$ cat config.mk
export PLATFORM = sky130hd
export DESIGN_NAME = systolic_mm_engine_flat
export DESIGN_NICKNAME = d
export VERILOG_FILES = /design/src/rtl/systolic_mm_engine_if.sv /design/src/rtl/systolic_mm_engine.sv /design/src/flat_wrapper.sv
export SDC_FILE = /design/constraint.sdc
export NUM_CORES = 2
export LEC_CHECK = 0
export CAP_MARGIN = 20
export CORE_UTILIZATION = 60
export CTS_CLUSTER_SIZE = 16
export DETAILED_ROUTE_END_ITERATION = 8
export GPL_TIMING_DRIVEN = 0
export HOLD_SLACK_MARGIN = 0.1
export PLACE_DENSITY = 0.82
export REMOVE_ABC_BUFFERS = 1
export SYNTH_ARGS = -nofsm -noshare
export SYNTH_HDL_FRONTEND = slang
export SYNTH_SLANG_ARGS = --single-unit
$ cat constraint.sdc
create_clock -name clk -period 14.5 [get_ports clk]
set_clock_uncertainty 0.05 [all_clocks]
set_input_delay 2.9 -clock clk [delete_from_list [all_inputs] [get_ports clk]]
set_output_delay 2.9 -clock clk [all_outputs]
set_load 0.1 [all_outputs]
$ cat src/rtl/systolic_mm_engine_if.sv
// Operand, job-control and result bundle between the buffer reader, the
// systolic engine and the result writer.
interface systolic_mm_engine_if #(
  parameter int N    = 3,
  parameter int DW   = 8,
  parameter int ACCW = 16,
  parameter int KW   = 8
);
  logic                start;
  logic [KW-1:0]       k_len;
  logic                in_valid;
  logic                in_ready;
  logic [N*DW-1:0]     a_in;
  logic [N*DW-1:0]     b_in;
  logic                busy;
  logic                c_valid;
  logic                c_ready;
  logic [N*N*ACCW-1:0] c;
  logic                ovf;

  modport master (
    output start, k_len, in_valid, a_in, b_in, c_ready,
    input  in_ready, busy, c_valid, c, ovf
  );

  modport slave (
    input  start, k_len, in_valid, a_in, b_in, c_ready,
    output in_ready, busy, c_valid, c, ovf
  );
endinterface

$ cat src/rtl/systolic_mm_engine.sv
// N x N output-stationary systolic matrix multiplier: streams K operand beats,
// skews them into the array, flushes, then holds C until the consumer accepts.
module systolic_mm_engine #(
  parameter int N    = 3,
  parameter int DW   = 8,
  parameter int ACCW = 16,
  parameter int KW   = 8,
  parameter int SAT  = 0
) (
  input logic                 clk,
  input logic                 rst,
  systolic_mm_engine_if.slave bus
);
  localparam int CW = (KW > 6) ? KW : 6;
  localparam logic [CW-1:0] FLUSH_LAST = CW'(2 * N - 2);

  typedef enum logic [1:0] {IDLE, FEED, FLUSH, DONE} state_t;

  state_t                state, state_next;
  logic [KW-1:0]         k_reg;
  logic [CW-1:0]         cnt;
  logic                  ovf_q;
  logic                  clear;
  logic                  accept;
  logic                  acc_en;
  logic                  last_beat;
  logic [N*DW-1:0]       row_a;
  logic [N*DW-1:0]       col_b;
  logic [N*N-1:0]        carry;
  logic [N*(N-1)*DW-1:0] a_fwd;
  logic [N*(N-1)*DW-1:0] b_fwd;

  assign accept    = bus.in_valid && (state == FEED);
  assign last_beat = (cnt + CW'(1)) == CW'(k_reg);
  assign acc_en    = (state == FEED) || (state == FLUSH);
  assign bus.ovf   = ovf_q;

  always_comb begin
    state_next   = state;
    clear        = 1'b0;
    bus.in_ready = 1'b0;
    bus.busy     = 1'b1;
    bus.c_valid  = 1'b0;
    case (state)
      IDLE: begin
        bus.busy = 1'b0;
        if (bus.start) begin
          clear      = 1'b1;
          state_next = (bus.k_len == '0) ? FLUSH : FEED;
        end
      end
      FEED: begin
        bus.in_ready = 1'b1;
        if (bus.in_valid && last_beat) state_next = FLUSH;
      end
      FLUSH: begin
        if (cnt == FLUSH_LAST) state_next = DONE;
      end
      DONE: begin
        bus.c_valid = 1'b1;
        if (bus.c_ready) state_next = IDLE;
      end
    endcase
  end

  // cnt counts accepted beats in FEED, then the 2N-1 drain cycles in FLUSH
  always_ff @(posedge clk or negedge rst) begin
    if (!rst) begin
      state <= IDLE;
      k_reg <= '0;
      cnt   <= '0;
      ovf_q <= 1'b0;
    end else begin
      state <= state_next;
      if (clear) begin
        k_reg <= bus.k_len;
        cnt   <= '0;
        ovf_q <= 1'b0;
      end else begin
        if (accept) cnt <= last_beat ? '0 : cnt + CW'(1);
        else if (state == FLUSH) cnt <= cnt + CW'(1);
        if (acc_en && (|carry)) ovf_q <= 1'b1;
      end
    end
  end

  for (genvar i = 0; i < N; i++) begin : g_lane
    logic [DW-1:0] a_lane, b_lane;

    // idle cycles push zeros into the skew front so bubbles add nothing
    assign a_lane = accept ? bus.a_in[i*DW +: DW] : '0;
    assign b_lane = accept ? bus.b_in[i*DW +: DW] : '0;

    if (i == 0) begin : g_noskew
      assign row_a[DW-1:0] = a_lane;
      assign col_b[DW-1:0] = b_lane;
    end else begin : g_skew
      logic [DW-1:0] a_sk [i];
      logic [DW-1:0] b_sk [i];

      always_ff @(posedge clk or negedge rst) begin
        if (!rst) begin
          for (int k = 0; k < i; k++) begin
            a_sk[k] <= '0;
            b_sk[k] <= '0;
          end
        end else if (clear) begin
          for (int k = 0; k < i; k++) begin
            a_sk[k] <= '0;
            b_sk[k] <= '0;
          end
        end else begin
          a_sk[0] <= a_lane;
          b_sk[0] <= b_lane;
          for (int k = 1; k < i; k++) begin
            a_sk[k] <= a_sk[k-1];
            b_sk[k] <= b_sk[k-1];
          end
        end
      end

      assign row_a[i*DW +: DW] = a_sk[i-1];
      assign col_b[i*DW +: DW] = b_sk[i-1];
    end
  end

  for (genvar i = 0; i < N; i++) begin : g_row
    for (genvar j = 0; j < N; j++) begin : g_col
      logic [DW-1:0]   a_w, b_n;
      logic [2*DW-1:0] prod;
      logic [ACCW:0]   sum;
      logic [ACCW-1:0] acc_q;

      if (j == 0) begin : g_aedge
        assign a_w = row_a[i*DW +: DW];
      end else begin : g_ain
        assign a_w = a_fwd[(i*(N-1)+j-1)*DW +: DW];
      end

      if (i == 0) begin : g_bedge
        assign b_n = col_b[j*DW +: DW];
      end else begin : g_bin
        assign b_n = b_fwd[((i-1)*N+j)*DW +: DW];
      end

      // one extra sum bit exposes the carry that drives ovf and saturation
      assign prod = {{DW{1'b0}}, a_w} * {{DW{1'b0}}, b_n};
      assign sum  = {1'b0, acc_q} + (ACCW+1)'(prod);
      assign carry[i*N+j] = sum[ACCW];
      assign bus.c[(i*N+j)*ACCW +: ACCW] = acc_q;

      always_ff @(posedge clk or negedge rst) begin
        if (!rst)        acc_q <= '0;
        else if (clear)  acc_q <= '0;
        else if (acc_en) acc_q <= ((SAT != 0) && sum[ACCW]) ? '1 : sum[ACCW-1:0];
      end

      if (j < N - 1) begin : g_afwd
        logic [DW-1:0] a_q;
        always_ff @(posedge clk or negedge rst) begin
          if (!rst)       a_q <= '0;
          else if (clear) a_q <= '0;
          else            a_q <= a_w;
        end
        assign a_fwd[(i*(N-1)+j)*DW +: DW] = a_q;
      end

      if (i < N - 1) begin : g_bfwd
        logic [DW-1:0] b_q;
        always_ff @(posedge clk or negedge rst) begin
          if (!rst)       b_q <= '0;
          else if (clear) b_q <= '0;
          else            b_q <= b_n;
        end
        assign b_fwd[(i*N+j)*DW +: DW] = b_q;
      end
    end
  end
endmodule

$ cat src/flat_wrapper.sv
// flat-port wrapper written by rule: the top's interface ports become plain ports
module systolic_mm_engine_flat 
#(
  parameter int N    = 3,
  parameter int DW   = 8,
  parameter int ACCW = 16,
  parameter int KW   = 8,
  parameter int SAT  = 0
)
  (clk, rst, bus_start, bus_k_len, bus_in_valid, bus_a_in, bus_b_in, bus_c_ready, bus_in_ready, bus_busy, bus_c_valid, bus_c, bus_ovf);
  systolic_mm_engine_if #(.N(N), .DW(DW), .ACCW(ACCW), .KW(KW)) bus_i ();
  input logic clk;
  input logic rst;
  input wire logic [$bits(bus_i.start)-1:0] bus_start;
  input wire logic [$bits(bus_i.k_len)-1:0] bus_k_len;
  input wire logic [$bits(bus_i.in_valid)-1:0] bus_in_valid;
  input wire logic [$bits(bus_i.a_in)-1:0] bus_a_in;
  input wire logic [$bits(bus_i.b_in)-1:0] bus_b_in;
  input wire logic [$bits(bus_i.c_ready)-1:0] bus_c_ready;
  output wire logic [$bits(bus_i.in_ready)-1:0] bus_in_ready;
  output wire logic [$bits(bus_i.busy)-1:0] bus_busy;
  output wire logic [$bits(bus_i.c_valid)-1:0] bus_c_valid;
  output wire logic [$bits(bus_i.c)-1:0] bus_c;
  output wire logic [$bits(bus_i.ovf)-1:0] bus_ovf;
  assign bus_i.start = bus_start;
  assign bus_i.k_len = bus_k_len;
  assign bus_i.in_valid = bus_in_valid;
  assign bus_i.a_in = bus_a_in;
  assign bus_i.b_in = bus_b_in;
  assign bus_i.c_ready = bus_c_ready;
  assign bus_in_ready = bus_i.in_ready;
  assign bus_busy = bus_i.busy;
  assign bus_c_valid = bus_i.c_valid;
  assign bus_c = bus_i.c;
  assign bus_ovf = bus_i.ovf;
  systolic_mm_engine #(.N(N), .DW(DW), .ACCW(ACCW), .KW(KW), .SAT(SAT)) u_core (.clk(clk), .rst(rst), .bus(bus_i));
endmodule
; After elaboration in Yosys (flattened, before gate mapping)
; Index checks and enable logic that the tools add are counted.
[totals]
register_bits = 307
inputBits = 61
output_inout_bits = 148
word_cells = 127
[classes]
add_sub_neg = 10
mul = 9
n_eq_ne = 9
mux = 57
n_reduce_logical = 11
[op_table]
columns = cell, count
row1 = two-way mux 16 bit, 20
row2 = two-way mux 8 bit, 24
row3 = adder 16 x 16 -> 17 bit, 9
row4 = multiplier 8 x 8 -> 16 bit, 9
row5 = two-way mux 2 bit, 5
row6 = OR reduction 9 bit, 1
row7 = "adder 8 x 1 -> 8 bit, second input constant", 1
row8 = "== test 8 x 3 -> 1 bit, second input constant", 1
row9 = == test 8 bit, 1
row10 = zero test 8 bit, 1
row11 = case mux 2 bit (4 select lines), 1
row12 = two-way mux 1 bit, 7
row13 = "inequality test 2 bit, second input constant", 3
row14 = "== test 2 bit, second input constant", 2
row15 = AND reduction 4 bit, 1
row16 = nonzero test 2 bit, 2
row17 = logical AND 1 bit, 3
row18 = nonzero test 3 bit, 1
row19 = "== test 2 x 1 -> 1 bit, second input constant", 1
row20 = zero test 2 bit, 1
row21 = "inequality test 2 x 1 -> 1 bit, second input constant", 1
row22 = logical OR 1 bit, 1

; Logic depth before layout (Yosys ltp)
[logic_depth]
depth_word = 9
depth_mapped = 25
ltp_nobuf = 22

; Worst setup path after synthesis
; OpenSTA, ideal clock, no wires.
[synth_path]
path_type = input to register
startpoint = input bus_in_valid
endpoint = register u_core.ovf_q (netlist: u_core.bus.ovf)
setup_time_ns = 0.125
arrival_time_ns = 7.409
required_time_ns = 14.325
setup_slack_ns = 6.916
cell_stages = 22
n_path_buf = 3
path_cell_list = and2_1 > clkbuf_1 > clkbuf_1 > clkbuf_1 > nand3_1 > fa_1 > fa_1 > inv_1 > fa_1 > inv_1 > fa_1 > inv_1 > ha_1 > nor3_1 > nor2_1 > nand3_1 > nand3_1 > nand3_1 > o311ai_0 > nand4_1 > nor4_1 > nor2_1
[synth_via]
elab_chain_len = 7
elab_cells_between_ends = 8
cone_classes = 1 x add/sub / 1 x mul / 2 x mux / 4 x reduce/logical
[synth_lines]
columns = item, line
row1 = from (decl), flat_wrapper.sv:16  ; input wire logic [$bits(bus_i.in_valid)-1:0] bus_in_valid;
row2 = logical AND 1 bit (*), systolic_mm_engine.sv:33  ; assign accept = bus.in_valid && (state == FEED);
row3 = "two-way mux 8 bit, on equally long branches", "systolic_mm_engine.sv:91, systolic_mm_engine.sv:92"
row4 = multiplier 8 x 8 -> 16 bit (*), systolic_mm_engine.sv:147  ; assign prod = {{DW{1'b0}}, a_w} * {{DW{1'b0}}, b_n};
row5 = adder 16 x 16 -> 17 bit (*), systolic_mm_engine.sv:148  ; assign sum = {1'b0, acc_q} + (ACCW+1)'(prod);
row6 = OR reduction 9 bit (*), systolic_mm_engine.sv:82  ; if (acc_en && (|carry)) ovf_q <= 1'b1;
row7 = logical AND 1 bit (*), systolic_mm_engine.sv:82
row8 = nonzero test 2 bit (no line) (*), --
row9 = to (signal assigned), systolic_mm_engine.sv:72  ; ovf_q <= 1'b0;
row10 = to (signal assigned), systolic_mm_engine.sv:78  ; ovf_q <= 1'b0;
row11 = to (signal assigned), systolic_mm_engine.sv:82
row12 = to (decl), systolic_mm_engine.sv:22  ; logic ovf_q;
; Mark *: on every way between the ends. The rest lies on a longest branch, timed or not.
; A chain may end at the register's enable or synchronous reset.

; Worst setup path in the final report
; Ends and elaborated chain as after synthesis.

==> reports/qor.csv <==
metric,value,unit
status,"finished, final reports clean",
worstSetupEndpointType,register,
synth_flop_cell,dfrtp_1,
num_rows,87,
route.antenna.remaining_nets,0,
post_cts_buffers,0,
post_dp_cell_area,37300,sq um
timing.rr.start,u_core.state[1],
drc,0,
utilization,0.684,
startpoint_type,input pin,
path_delay_family,adder cells,
antenna_cells,0,
nets,4745,
initial_utilization,0.608,
arrival,9.07,ns
dp_hpwl,60.5,mm
grt_use_total,0.287,
highest_layer,met5,
die_area,58300,sq um
ir_drop,0.392,mV
synth_edf_count,0,
clk-insertion-delay-late,0.58,ns
crit_slowest_cell,and2_2,
p_per_area,158,nW/um^2
worst_ep_required_time,14.90,ns
synth-seq-cells,307,
mostFrequentLayoutCells,"inv_1, fa_1, and2_1",
cap_viol_max_count,0,
period_minus_slack,8.66,ns
crit_start,bus_in_valid,
grt_overflow_total,0,
chipHeight,241,microns
ctsResizeCount,0,
cts_htree_levels,2,
top_regs,"u_core.g_row.g_col.acc_q x144, u_core.g_row.g_col.g_afwd.a_q x48, u_core.g_row.g_col.g_bfwd.b_q x48",
first_global_vias,26326,
synthCells,3732,
max_stage_delay,0.71,ns
syn_avg_cell_area,9.21,sq um
dr.first_iter.drc_count,1449,
gp_congestion,0.940,
cts_tree,yes,
setup_tns,0,ns
instances_no_fill,4681,
grt_pass1_wl,131,mm
endpoint,u_core.bus.ovf,
fmax,0.115,GHz
ff2ff_path_depth,22,
p_total,6.11,mW
vias,25096,
finalHoldViolCount,0,
slew_headroom,0.235,
rsz0062_at_grt,false,
drtPass1Iterations,5,
met2_length,39.2,mm
ys.warnings.count,0,
syn_to_final_growth,12.5,%
die_x,241,microns
fin_area,38700,sq um
coreArea,56500,sq um
hp-class,register to register,
crit_chain,"clkdlybuf4s50_1, and2_2, buf_12, nand3_1, fa_1, fa_1, inv_1, fa_1, inv_1, fa_1, inv_1, ha_1, nor3_1, nor2_1, nand3_1, nand3_1, nand3_1, o311ai_0, nand4_1, nor4_1, nor2_1",
finalMaxSlewViolations,0,
worst_slew_pin_slew,1.14,ns
crit_fanout,63,
final_layout_size_suffix_gt1_frac,0.0275,
synthArstFlopShare,1.00,
clkTransAtPathRegs,0.06,ns
ys_seq_area_frac,0.223,
cts_hold_buffers,0,
numCtsBuffers,39,
dpl.cell_count,4609,
grt_max_degree,125,
wirelength,78.7,mm
vias_per_cell,5.36,
final_common_cell,inv_1,
port_buffers,208,
largest_register_ffs,144,
ios,209,
top_register,u_core.g_row.g_col.acc_q,
min_period_over_period,0.597,
antenna_found_initial,2,
nFillCells,4348,
setup_viol,0,
wl_per_cell,16.8,microns
cts_sinks,307,
clockBufferDepth,3,
crit_type,input pin to register,
route.met3.wl,4.57,mm
r2r-end,u_core.bus.ovf,
crit_buf_inv,5,
yosysUniqueCellTypes,64,
path_depth,21,
cts_root_buffer,clkbuf_16,
total_leakage_power,21.3,nW
rrSetupSlack,7.84,ns
syn_area,34400,sq um
met1_length,31.8,mm
cell type report:
class | count | area [sq um] | area share
clock buffer | 47 | 1060 | 0.0273
clock inverter | 25 | 322 | 0.00832
inverter | 909 | 3410 | 0.0883
multi-input combinational | 2420 | 22900 | 0.593
sequential | 307 | 7680 | 0.199
tap | 756 | 946 | 0.0245
timing repair buffer | 217 | 2310 | 0.0598
metal layers:
metal / GRT usage / vias to the layer above
met5: 0 / -
met4: 0.112 / 4
met3: 0.0409 / 187
met2: 0.497 / 694
met1: 0.364 / 12515
li1: - / 11696
Yosys cell counts (3+ instances only):
cell	count	area, sq um
or2_2	4	25.0
nand2b_1	7	43.8
a31o_2	4	35.0
o21bai_1	22	165
xnor2_1	75	657
a31oi_1	6	37.5
a41oi_1	7	61.3
o21ai_1	9	45.0
nand2_1	332	1250
fa_1	459	9190
or3_1	9	56.3
a21oi_1	85	425
clkbuf_1	83	312
a21oi_2	3	26.3
nor3_1	30	150
nand4_1	9	56.3
o22ai_1	10	62.6
a211oi_1	21	158
o211ai_1	6	45.0
o31ai_1	3	22.5
and2_1	386	2410
ha_1	331	4140
nor4_1	7	43.8
dfrtp_1	307	7680
inv_1	908	3410
buf_1	7	26.3
o21a_1	7	52.6
nor2_1	189	709
mux2i_1	104	1040
and3_1	89	557
o2111ai_1	6	52.6
nor2b_1	6	37.5
a21o_1	30	225
xor2_1	30	263
o21ai_0	44	220
buf_2	5	25.0
nand3_1	57	285
report_power, final:
part | internal [mW] | switching [mW]
Sequential | 1.08 | 0.307
Combinational | 1.10 | 2.57
Clock | 0.634 | 0.419
worst min-delay path by stage:
| stage | startpoint | end | slack, ns | cells after the start |
|---|---|---|---|---|
| 4_1_cts | u_core.g_lane[2].g_skew.b_sk[8] | u_core.g_row[0].g_col[2].b_n[0] | 0.40 | 1 |
| 6_report | u_core.g_lane[2].g_skew.b_sk[11] | u_core.g_row[0].g_col[2].b_n[3] | 0.40 | 1 |
| 3_5_place_dp | u_core.g_lane[2].g_skew.a_sk[11] | u_core.g_row[2].g_col[0].a_w[3] | 0.39 | 1 |
| 2_1_floorplan | u_core.g_lane[2].g_skew.b_sk[8] | u_core.g_row[0].g_col[2].b_n[0] | 0.38 | 1 |
| 3_3_place_gp | u_core.g_lane[2].g_skew.b_sk[14] | u_core.g_row[0].g_col[2].b_n[6] | 0.38 | 1 |
| 5_1_grt | u_core.g_lane[2].g_skew.b_sk[10] | u_core.g_row[0].g_col[2].b_n[2] | 0.41 | 1 |
metrics by stage:
step                      setup slack (ns)  hold WS [ns]
final                                 5.84         0.398
after global routing                  5.43         0.411
after CTS                             5.87         0.400
after detailed placement              5.30         0.387
after global placement               -3.34         0.380
after floorplan                       6.37         0.378
logic make-up after synthesis:
family                     synth area share
xor gates and xnor gates             0.0272
buffers and inverters                 0.110
and+or+nand+nor                       0.167
muxes                                0.0306
adders and majority gates             0.388
AOI/OAI and AO/OA                    0.0541
DFF                                   0.223
(Power assumes the default switching activity.)
